===== src/rtl/write_back_if.sv =====
// MEM-to-WB stage bundle: MEM-stage results in, register-file write port out.
// The retire_count signal exists only when WB_RETIRE_CNT_EN is defined.
interface write_back_if #(
  parameter int unsigned CNT_W = 32
);
  logic        mem_valid;
  logic [31:0] mem_instr;
  logic [31:0] mem_alu_result;
  logic [31:0] mem_read_data;
  logic [31:0] mem_pc;
  logic [4:0]  mem_dest_addr;
  logic        mem_reg_write;
  logic        mem_to_reg;
  logic        mem_link;
  logic [1:0]  mem_load_size;
  logic        mem_load_unsigned;
  logic        stall;
  logic [31:0] write_result;
  logic [4:0]  write_addr;
  logic        register_write;
  logic        done;
`ifdef WB_RETIRE_CNT_EN
  logic [CNT_W-1:0] retire_count;
`endif

  modport master (
    output mem_valid, mem_instr, mem_alu_result, mem_read_data, mem_pc,
    output mem_dest_addr, mem_reg_write, mem_to_reg, mem_link,
    output mem_load_size, mem_load_unsigned, stall,
    input  write_result, write_addr, register_write, done
`ifdef WB_RETIRE_CNT_EN
    , input retire_count
`endif
  );

  modport slave (
    input  mem_valid, mem_instr, mem_alu_result, mem_read_data, mem_pc,
    input  mem_dest_addr, mem_reg_write, mem_to_reg, mem_link,
    input  mem_load_size, mem_load_unsigned, stall,
    output write_result, write_addr, register_write, done
`ifdef WB_RETIRE_CNT_EN
    , output retire_count
`endif
  );
endinterface


===== src/rtl/write_back.sv =====
// WB stage of the 5-stage MIPS pipeline: registered result select, sub-word load
// extraction, r0 write suppression and halt detection. Optional retire counter: WB_RETIRE_CNT_EN.
module write_back #(
  parameter logic [31:0] HALT_WORD = 32'hFFFF_FFFF,
  parameter int unsigned CNT_W     = 32
) (
  input logic         clk,
  input logic         reset,
  write_back_if.slave bus
);
  typedef enum logic [0:0] {ST_RUN = 1'b0, ST_HALTED = 1'b1} state_e;

  state_e      state_q;
  logic [31:0] result_q;
  logic [4:0]  addr_q;
  logic        we_q;
  logic        done_q;
  logic [31:0] load_d;
  logic [31:0] result_d;
  logic [7:0]  byte_s;
  logic [15:0] half_s;
  logic        retire_s;
  logic        halt_s;

  if (CNT_W < 1) begin : g_cnt_w_check
    $error("CNT_W must be at least 1");
  end

  assign retire_s = (state_q == ST_RUN) && !bus.stall && bus.mem_valid;
  assign halt_s   = (bus.mem_instr == HALT_WORD);

  // Little-endian lane extraction; half loads ignore address bit 0.
  always_comb begin
    byte_s = 8'h00;
    half_s = 16'h0000;
    load_d = bus.mem_read_data;
    case (bus.mem_alu_result[1:0])
      2'd0:    byte_s = bus.mem_read_data[7:0];
      2'd1:    byte_s = bus.mem_read_data[15:8];
      2'd2:    byte_s = bus.mem_read_data[23:16];
      2'd3:    byte_s = bus.mem_read_data[31:24];
      default: byte_s = 8'h00;
    endcase
    if (bus.mem_alu_result[1]) begin
      half_s = bus.mem_read_data[31:16];
    end else begin
      half_s = bus.mem_read_data[15:0];
    end
    case (bus.mem_load_size)
      2'b01:   load_d = bus.mem_load_unsigned ? {16'h0000, half_s} : {{16{half_s[15]}}, half_s};
      2'b10:   load_d = bus.mem_load_unsigned ? {24'h000000, byte_s} : {{24{byte_s[7]}}, byte_s};
      default: load_d = bus.mem_read_data;
    endcase
  end

  always_comb begin
    result_d = bus.mem_alu_result;
    if (bus.mem_link) begin
      result_d = bus.mem_pc + 32'd8;
    end else if (bus.mem_to_reg) begin
      result_d = load_d;
    end else begin
      result_d = bus.mem_alu_result;
    end
  end

  always_ff @(posedge clk) begin
    if (reset) begin
      state_q  <= ST_RUN;
      result_q <= 32'h0000_0000;
      addr_q   <= 5'd0;
      we_q     <= 1'b0;
      done_q   <= 1'b0;
    end else begin
      case (state_q)
        ST_RUN: begin
          we_q <= 1'b0;
          if (retire_s) begin
            if (halt_s) begin
              state_q <= ST_HALTED;
              done_q  <= 1'b1;
            end else begin
              result_q <= result_d;
              addr_q   <= bus.mem_dest_addr;
              we_q     <= bus.mem_reg_write && (bus.mem_dest_addr != 5'd0);
            end
          end
        end
        ST_HALTED: begin
          we_q   <= 1'b0;
          done_q <= 1'b1;
        end
        default: begin
          state_q <= ST_RUN;
          we_q    <= 1'b0;
        end
      endcase
    end
  end

  assign bus.write_result   = result_q;
  assign bus.write_addr     = addr_q;
  assign bus.register_write = we_q;
  assign bus.done           = done_q;

`ifdef WB_RETIRE_CNT_EN
  logic [CNT_W-1:0] cnt_q;

  // Counts every retiring instruction including the halt word; frozen once halted.
  always_ff @(posedge clk) begin
    if (reset) begin
      cnt_q <= '0;
    end else if (retire_s) begin
      cnt_q <= cnt_q + {{(CNT_W-1){1'b0}}, 1'b1};
    end else begin
      cnt_q <= cnt_q;
    end
  end

  assign bus.retire_count = cnt_q;
`endif
endmodule


===== src/flat_wrapper.sv =====
// flat-port wrapper written by rule: the top's interface ports become plain ports
module write_back_flat 
#(
  parameter logic [31:0] HALT_WORD = 32'hFFFF_FFFF,
  parameter int unsigned CNT_W     = 32
)
  (clk, reset, bus_mem_valid, bus_mem_instr, bus_mem_alu_result, bus_mem_read_data, bus_mem_pc, bus_mem_dest_addr, bus_mem_reg_write, bus_mem_to_reg, bus_mem_link, bus_mem_load_size, bus_mem_load_unsigned, bus_stall, bus_write_result, bus_write_addr, bus_register_write, bus_done);
  write_back_if #(.CNT_W(CNT_W)) bus_i ();
  input logic clk;
  input logic reset;
  input wire logic [$bits(bus_i.mem_valid)-1:0] bus_mem_valid;
  input wire logic [$bits(bus_i.mem_instr)-1:0] bus_mem_instr;
  input wire logic [$bits(bus_i.mem_alu_result)-1:0] bus_mem_alu_result;
  input wire logic [$bits(bus_i.mem_read_data)-1:0] bus_mem_read_data;
  input wire logic [$bits(bus_i.mem_pc)-1:0] bus_mem_pc;
  input wire logic [$bits(bus_i.mem_dest_addr)-1:0] bus_mem_dest_addr;
  input wire logic [$bits(bus_i.mem_reg_write)-1:0] bus_mem_reg_write;
  input wire logic [$bits(bus_i.mem_to_reg)-1:0] bus_mem_to_reg;
  input wire logic [$bits(bus_i.mem_link)-1:0] bus_mem_link;
  input wire logic [$bits(bus_i.mem_load_size)-1:0] bus_mem_load_size;
  input wire logic [$bits(bus_i.mem_load_unsigned)-1:0] bus_mem_load_unsigned;
  input wire logic [$bits(bus_i.stall)-1:0] bus_stall;
  output wire logic [$bits(bus_i.write_result)-1:0] bus_write_result;
  output wire logic [$bits(bus_i.write_addr)-1:0] bus_write_addr;
  output wire logic [$bits(bus_i.register_write)-1:0] bus_register_write;
  output wire logic [$bits(bus_i.done)-1:0] bus_done;
  assign bus_i.mem_valid = bus_mem_valid;
  assign bus_i.mem_instr = bus_mem_instr;
  assign bus_i.mem_alu_result = bus_mem_alu_result;
  assign bus_i.mem_read_data = bus_mem_read_data;
  assign bus_i.mem_pc = bus_mem_pc;
  assign bus_i.mem_dest_addr = bus_mem_dest_addr;
  assign bus_i.mem_reg_write = bus_mem_reg_write;
  assign bus_i.mem_to_reg = bus_mem_to_reg;
  assign bus_i.mem_link = bus_mem_link;
  assign bus_i.mem_load_size = bus_mem_load_size;
  assign bus_i.mem_load_unsigned = bus_mem_load_unsigned;
  assign bus_i.stall = bus_stall;
  assign bus_write_result = bus_i.write_result;
  assign bus_write_addr = bus_i.write_addr;
  assign bus_register_write = bus_i.register_write;
  assign bus_done = bus_i.done;
  write_back #(.HALT_WORD(HALT_WORD), .CNT_W(CNT_W)) u_core (.clk(clk), .reset(reset), .bus(bus_i));
endmodule

===== config.mk =====
export PLATFORM = sky130hd
export DESIGN_NAME = write_back_flat
export DESIGN_NICKNAME = d
export VERILOG_FILES = /design/src/rtl/write_back_if.sv /design/src/rtl/write_back.sv /design/src/flat_wrapper.sv
export SDC_FILE = /design/constraint.sdc
export NUM_CORES = 1
export LEC_CHECK = 0
export BUFFER_PORTS_ARGS = -buffer_cell sky130_fd_sc_hd__buf_2
export CAP_MARGIN = 10
export CORE_MARGIN = 2
export CORE_UTILIZATION = 42
export CTS_BUF_LIST = sky130_fd_sc_hd__clkbuf_4
export DETAILED_ROUTE_END_ITERATION = 8
export HOLD_SLACK_MARGIN = 0.05
export PLACE_DENSITY_LB_ADDON = 0.1
export SYNTH_ARGS = -nofsm -noshare
export SYNTH_HDL_FRONTEND = slang
export SYNTH_SLANG_ARGS = --single-unit

===== constraint.sdc =====
create_clock -name clk -period 1.8 [get_ports clk]
set_input_delay 0.18 -clock clk [delete_from_list [all_inputs] [get_ports clk]]
set_output_delay 0.18 -clock clk [all_outputs]
set_load 0.02 [all_outputs]

==> After elaboration in Yosys (flattened, before gate mapping) <==
Cells that the tools add are included.
{ "op_classes": {"n_shift": 0, "add_sub_neg": 1, "n_reduce_logical": 8, "n_mul": 0, "eq_ne": 8, "n_div": 0, "n_mux": 16, "bitwise_logic": 2, "order_cmp": 0} }
{ "op_table": {"columns": ["op", "count"], "rows": [
  ["$mux 32", 4],
  ["$pmux 32 s2", 1],
  ["$add 32x4->32 const B", 1],
  ["$eq 32x32->1 const B", 1],
  ["$pmux 8 s4", 1],
  ["$mux 16", 1],
  ["$mux 1", 7],
  ["$eq 2x2->1 const B", 3],
  ["$reduce_bool 5->1", 1],
  ["$eq 2x1->1 const B", 2],
  ["$ne 2x1->1 const B", 2],
  ["$pmux 1 s2", 2],
  ["$logic_and 1x1->1", 3],
  ["$reduce_and 3->1", 1],
  ["$logic_not 2->1", 1],
  ["$not 1->1", 2],
  ["$reduce_and 2->1", 1],
  ["$logic_not 1->1", 1]
]} }
{ "word_totals": {"in_bits": 143, "register_bits": 40, "mem_bits_ro": 0, "out_inout_bits": 39, "mem_bits_rw": 0, "n_memories": 0, "latchBits": 0} }

==> Depth between registers and ports, before layout <==
{ "logic_depth": {"word_depth": 6, "mapped_depth": 9, "depth_no_buf": 7} }

==> Worst setup path before layout <==
OpenSTA, ideal clock, no wires.
{ "synth_timing": {"path_kind": "input to register", "from": "input bus_mem_load_size[0]", "to": "register u_core.result_q[30] (netlist: u_core.bus.write_result[30])", "setup_time_ns": 0.101, "slack_ns": -0.061, "arrival_ns": 1.760, "stages": 8, "path_buffers": 2, "required_ns": 1.699, "path_cell_list": "inv_1 ha_1 buf_2 or3_1 o21ai_1 clkbuf_1 o21ai_0 o41ai_1"} }
{ "synth_via": {"elab_chain_len": 4, "word_cells_on_any_way": 5, "classes_between": "eq/ne (2); mux (3)"} }
{ "synth_rtl": {"columns": ["item", "line_no", "rtl"], "rows": [
  ["start: declaration", "flat_wrapper.sv:20", "input wire logic [$bits(bus_i.mem_load_size)-1:0] bus_mem_load_size;"],
  ["$eq 2x2->1 or $eq 2x1->1 (tied branches)", "write_back.sv:49", "case (bus.mem_load_size)"],
  ["$pmux 32 s2 *", "write_back.sv:49", null],
  ["$mux 32 *", "write_back.sv:60", "end else if (bus.mem_to_reg) begin"],
  ["$mux 32 *", "write_back.sv:58", "if (bus.mem_link) begin"],
  ["end signal: assignment", "write_back.sv:83", "result_q <= result_d;"],
  ["end: declaration", "write_back.sv:14", "logic [31:0] result_q;"]
]} }
Mark *: on every way between the ends. The rest lies on a longest branch, timed or not.
A chain may end at the register's enable or synchronous reset.

==> Worst setup path in the final report <==
{ "layout_timing": {"from": "register u_core.state_q", "to": "register u_core.result_q[27] (netlist: u_core.bus.write_result[27])"} }
{ "layout_via": {"elab_chain_len": 4} }
{ "layout_rtl": {"columns": ["item", "line_no", "rtl"], "rows": [
  ["start: declaration", "write_back.sv:13", "state_e state_q;"],
  ["start signal: assignment", "write_back.sv:69", "state_q <= ST_RUN;"],
  ["start signal: assignment", "write_back.sv:80", "state_q <= ST_HALTED;"],
  ["start signal: assignment", "write_back.sv:94", "state_q <= ST_RUN;"],
  ["$not 1->1 *", "write_back.sv:29", "assign retire_s = (state_q == ST_RUN) && !bus.stall && bus.mem_valid;"],
  ["$logic_and 1x1->1 (2 in series)", "write_back.sv:29", null],
  ["$reduce_and 3->1 (no source line) *", null, null]
]} }
Marked as above.

==> results.json <==
{
  "status": "complete, no violations",
  "fin_crit_sh_pct": 90.2,
  "ys_ff_latch": 40,
  "cts_made_buffers": 5,
  "ir_drop_mv": 0.292,
  "initial_utilization_pct": 42.8,
  "cpPeakStageDelay_ns": 0.61,
  "syn_area_per_cell_um2": 7.32,
  "fmax_mhz": 616,
  "crit_fanout": 9,
  "start_kind": "flip-flop",
  "hold_path.class": "in2reg",
  "drc_errors": 0,
  "h-tree-depth": 2,
  "min_period_ns": 1.62,
  "fin_area_mm2": 0.00472,
  "dr.first_iter.drc_count": 366,
  "hpwl_um": 10800,
  "synth_compound_area_share_pct": 31.6,
  "placed_area_mm2": 0.00457,
  "cts_tree": "done",
  "die_w_um": 92.2,
  "drive_gt1_share_pct": 38.2,
  "timing.rr.end": "u_core.bus.write_result[27]",
  "hold_start": "bus_mem_reg_write",
  "routed_wl_um": 13400,
  "r2r_start": "u_core.state_q",
  "antenna_found_initial": 1,
  "grt_pass1_vias": 4221,
  "finalClockSkew_ns": 0.0243,
  "core_mm2": 0.00765,
  "async_flop_share_pct": 0,
  "path_cells": "inv_1, nand3_1, a211oi_2, o21ai_0, o221ai_1",
  "synth_nets": 593,
  "synth_flop_cell": "dfxtp_1",
  "nets": 802,
  "numPortBuffers": 181,
  "clock-root-buffer": "clkbuf_4",
  "grt_pass1_wl_um": 21300,
  "cp_slowest_cell": "a211oi_2",
  "yosysWarnings": 0,
  "synthXorXnorAreaFrac_pct": 3.75,
  "synthAdderAreaFrac_pct": 1.15,
  "p_per_area_mw_per_mm2": 533,
  "tightestPinTransition_ns": 0.639,
  "slew_headroom_pct": 57.3,
  "clk-insertion-delay-late_ns": 0.38,
  "track_usage_pct": 31.5,
  "maxCapViolations": 0,
  "fillers": 767,
  "ff2ff_setup_slack_ns": 0.18,
  "rsz0062_at_grt": "false",
  "pin_count": 182,
  "rows": 32,
  "n_antenna_cell": 0,
  "gp_congestion": 0.967,
  "cp.arrival_ns": 1.91,
  "synth-edff-count": 0,
  "leakage_nw": 2.09,
  "grt_max_degree": 46,
  "path_clk_slew_ns": 0.13,
  "r2r_cells": 5,
  "hold_path_end": "u_core.bus.register_write",
  "vias": 4416,
  "via_per_inst": 5.82,
  "synthCells": 447,
  "holdWs_ns": 0.0784,
  "synth_top_family_by_area": "compound AO/OA/AOI/OAI gates",
  "end_kind": "flip-flop",
  "ant_nets": 0,
  "dieArea_mm2": 0.00851,
  "dieHeight_um": 92.2,
  "ys_seq_area_share_pct": 24.5,
  "cts_sinks": 40,
  "syn_area_mm2": 0.00327,
  "crit_required_ns": 2.09,
  "maxSlewViolCount": 0,
  "wl_per_cell_um": 17.7,
  "ys_types": 57,
  "hold_depth": 2,
  "finalHoldViolations": 0,
  "area_growth_pct": 44.4,
  "setup_viol": 0,
  "dr.pass1.iters": 5,
  "yosys.area_share.simple_pct": 29.9,
  "overflow": 0,
  "worstSetupPathType": "reg2reg",
  "clockBufferDepth": 2,
  "muxShareOfSynthArea_pct": 3.18
}
==> cells by family after synthesis <==
group | count (synthesis)
compound gates | 154
xor+xnor | 14
fa+ha+maj | 3
buf+inv | 48
flops | 40
mux | 10
simple gates | 178
==> sequential cells by signal, indices dropped and copies added (netlist names) <==
| signal | cells |
|---|---|
| u_core.bus.done | 1 |
| u_core.bus.register_write | 1 |
| u_core.bus.write_addr | 5 |
| u_core.bus.write_result | 32 |
| u_core.state_q | 1 |
==> placed cells by master, fill, tap and decap left out, types with 6 or more instances in the layout <==
cell type	n
dfxtp_1	40
mux2i_1	7
nor2_1	29
nand3_1	17
a22o_1	6
a21oi_1	35
nand4_1	14
or4_1	6
o22ai_1	14
nor3b_1	7
nand2_1	40
nand2b_1	10
nand3b_1	18
o21ai_0	26
o221ai_1	10
xnor2_1	9
buf_2	181
o31ai_1	12
buf_4	46
inv_1	12
nor3_1	11
a211oi_1	11
==> synth_stat cells (all sizes together), types with 4 or more instances <==
cell type	instances	area, um^2
nor2b	4	25.0
buf	8	45.0
a221o	4	40.0
o221ai	10	87.6
nand2b	10	62.6
xnor2	9	78.8
nand4	15	100
nand3b	18	135
o21ai	28	140
nor3b	7	52.6
a21oi	36	180
a211oi	12	90.1
nand2	40	150
dfxtp	40	801
nor4	5	37.5
mux2i	7	70.1
nor3	11	55.1
o22ai	14	87.6
a22o	6	52.6
a31o	5	43.8
a22oi	5	37.5
o31ai	12	90.1
xor2	5	43.8
nand3	17	85.1
inv	12	45.0
clkbuf	25	93.8
and4	4	35.0
o21a	4	30.0
nor2	30	113
a221oi	4	35.0
or4	7	56.3
==> routing by layer <==
metal	vias up	routed length (um)	track usage (%)
li1	2132	-	-
met1	2038	5620	39.9
met2	220	6450	56.0
met3	24	1100	4.68
met4	2	259	7.71
met5	-	13	0
==> worst max-delay path: cells and delay by family, from the launching register on <==
kind | cells | cell delay (ns)
buffers and inverters | 1 | 0.05
AOI/OAI and AO/OA | 3 | 1.01
and+or+nand+nor | 1 | 0.17
DFF | 1 | 0.33
==> power by group <==
part,switching [mW],internal [mW]
clock network,0.361,0.297
logic,0.502,0.399
registers,0.0242,0.936
==> stage by stage <==
step	worst slack [ns]	setup TNS (ns)	util, %	power (mW)	instances
2_1_floorplan	0.0128	0	-	1.42	447
3_3_place_gp	-0.226	-3.35	59.8	1.85	746
3_5_place_dp	-0.289	-3.95	59.8	1.86	746
4_1_cts	0.106	0	61.7	2.51	759
5_1_grt	0.0346	0	61.8	2.64	759
6_report	0.176	0	61.8	2.52	759
==> worst max-delay path by stage <==
stage | endpoint | start | slack (ns)
after detailed placement | u_core.bus.write_result[27] | bus_mem_load_size[0] | -0.29
after global routing | u_core.bus.write_result[25] | u_core.state_q | 0.03
final | u_core.bus.write_result[27] | u_core.state_q | 0.18
after CTS | u_core.bus.write_result[27] | bus_mem_load_size[0] | 0.11
after floorplan | u_core.bus.write_result[21] | bus_mem_alu_result[1] | 0.01
after global placement | u_core.bus.write_result[29] | bus_mem_load_size[0] | -0.23
==> what timing repair did <==
item	CTS	global route
gates cloned	0	0
endpoints found under the setup margin	6	6
setup buffers	0	0
hold endpoints to repair	5	0
hold buffers	5	0
resized for setup	2	1
==> area by class of cell <==
cell class	count	area [um^2]	share of cell area, %
tap	102	128	2.70
clock inverter	3	46.3	0.980
multi-input combinational	359	2290	48.6
timing repair buffer	235	1360	28.8
clock buffer	5	37.5	0.795
inverter	15	56.3	1.19
sequential	40	801	17.0
No activity file was read; power rests on OpenSTA's default activity.
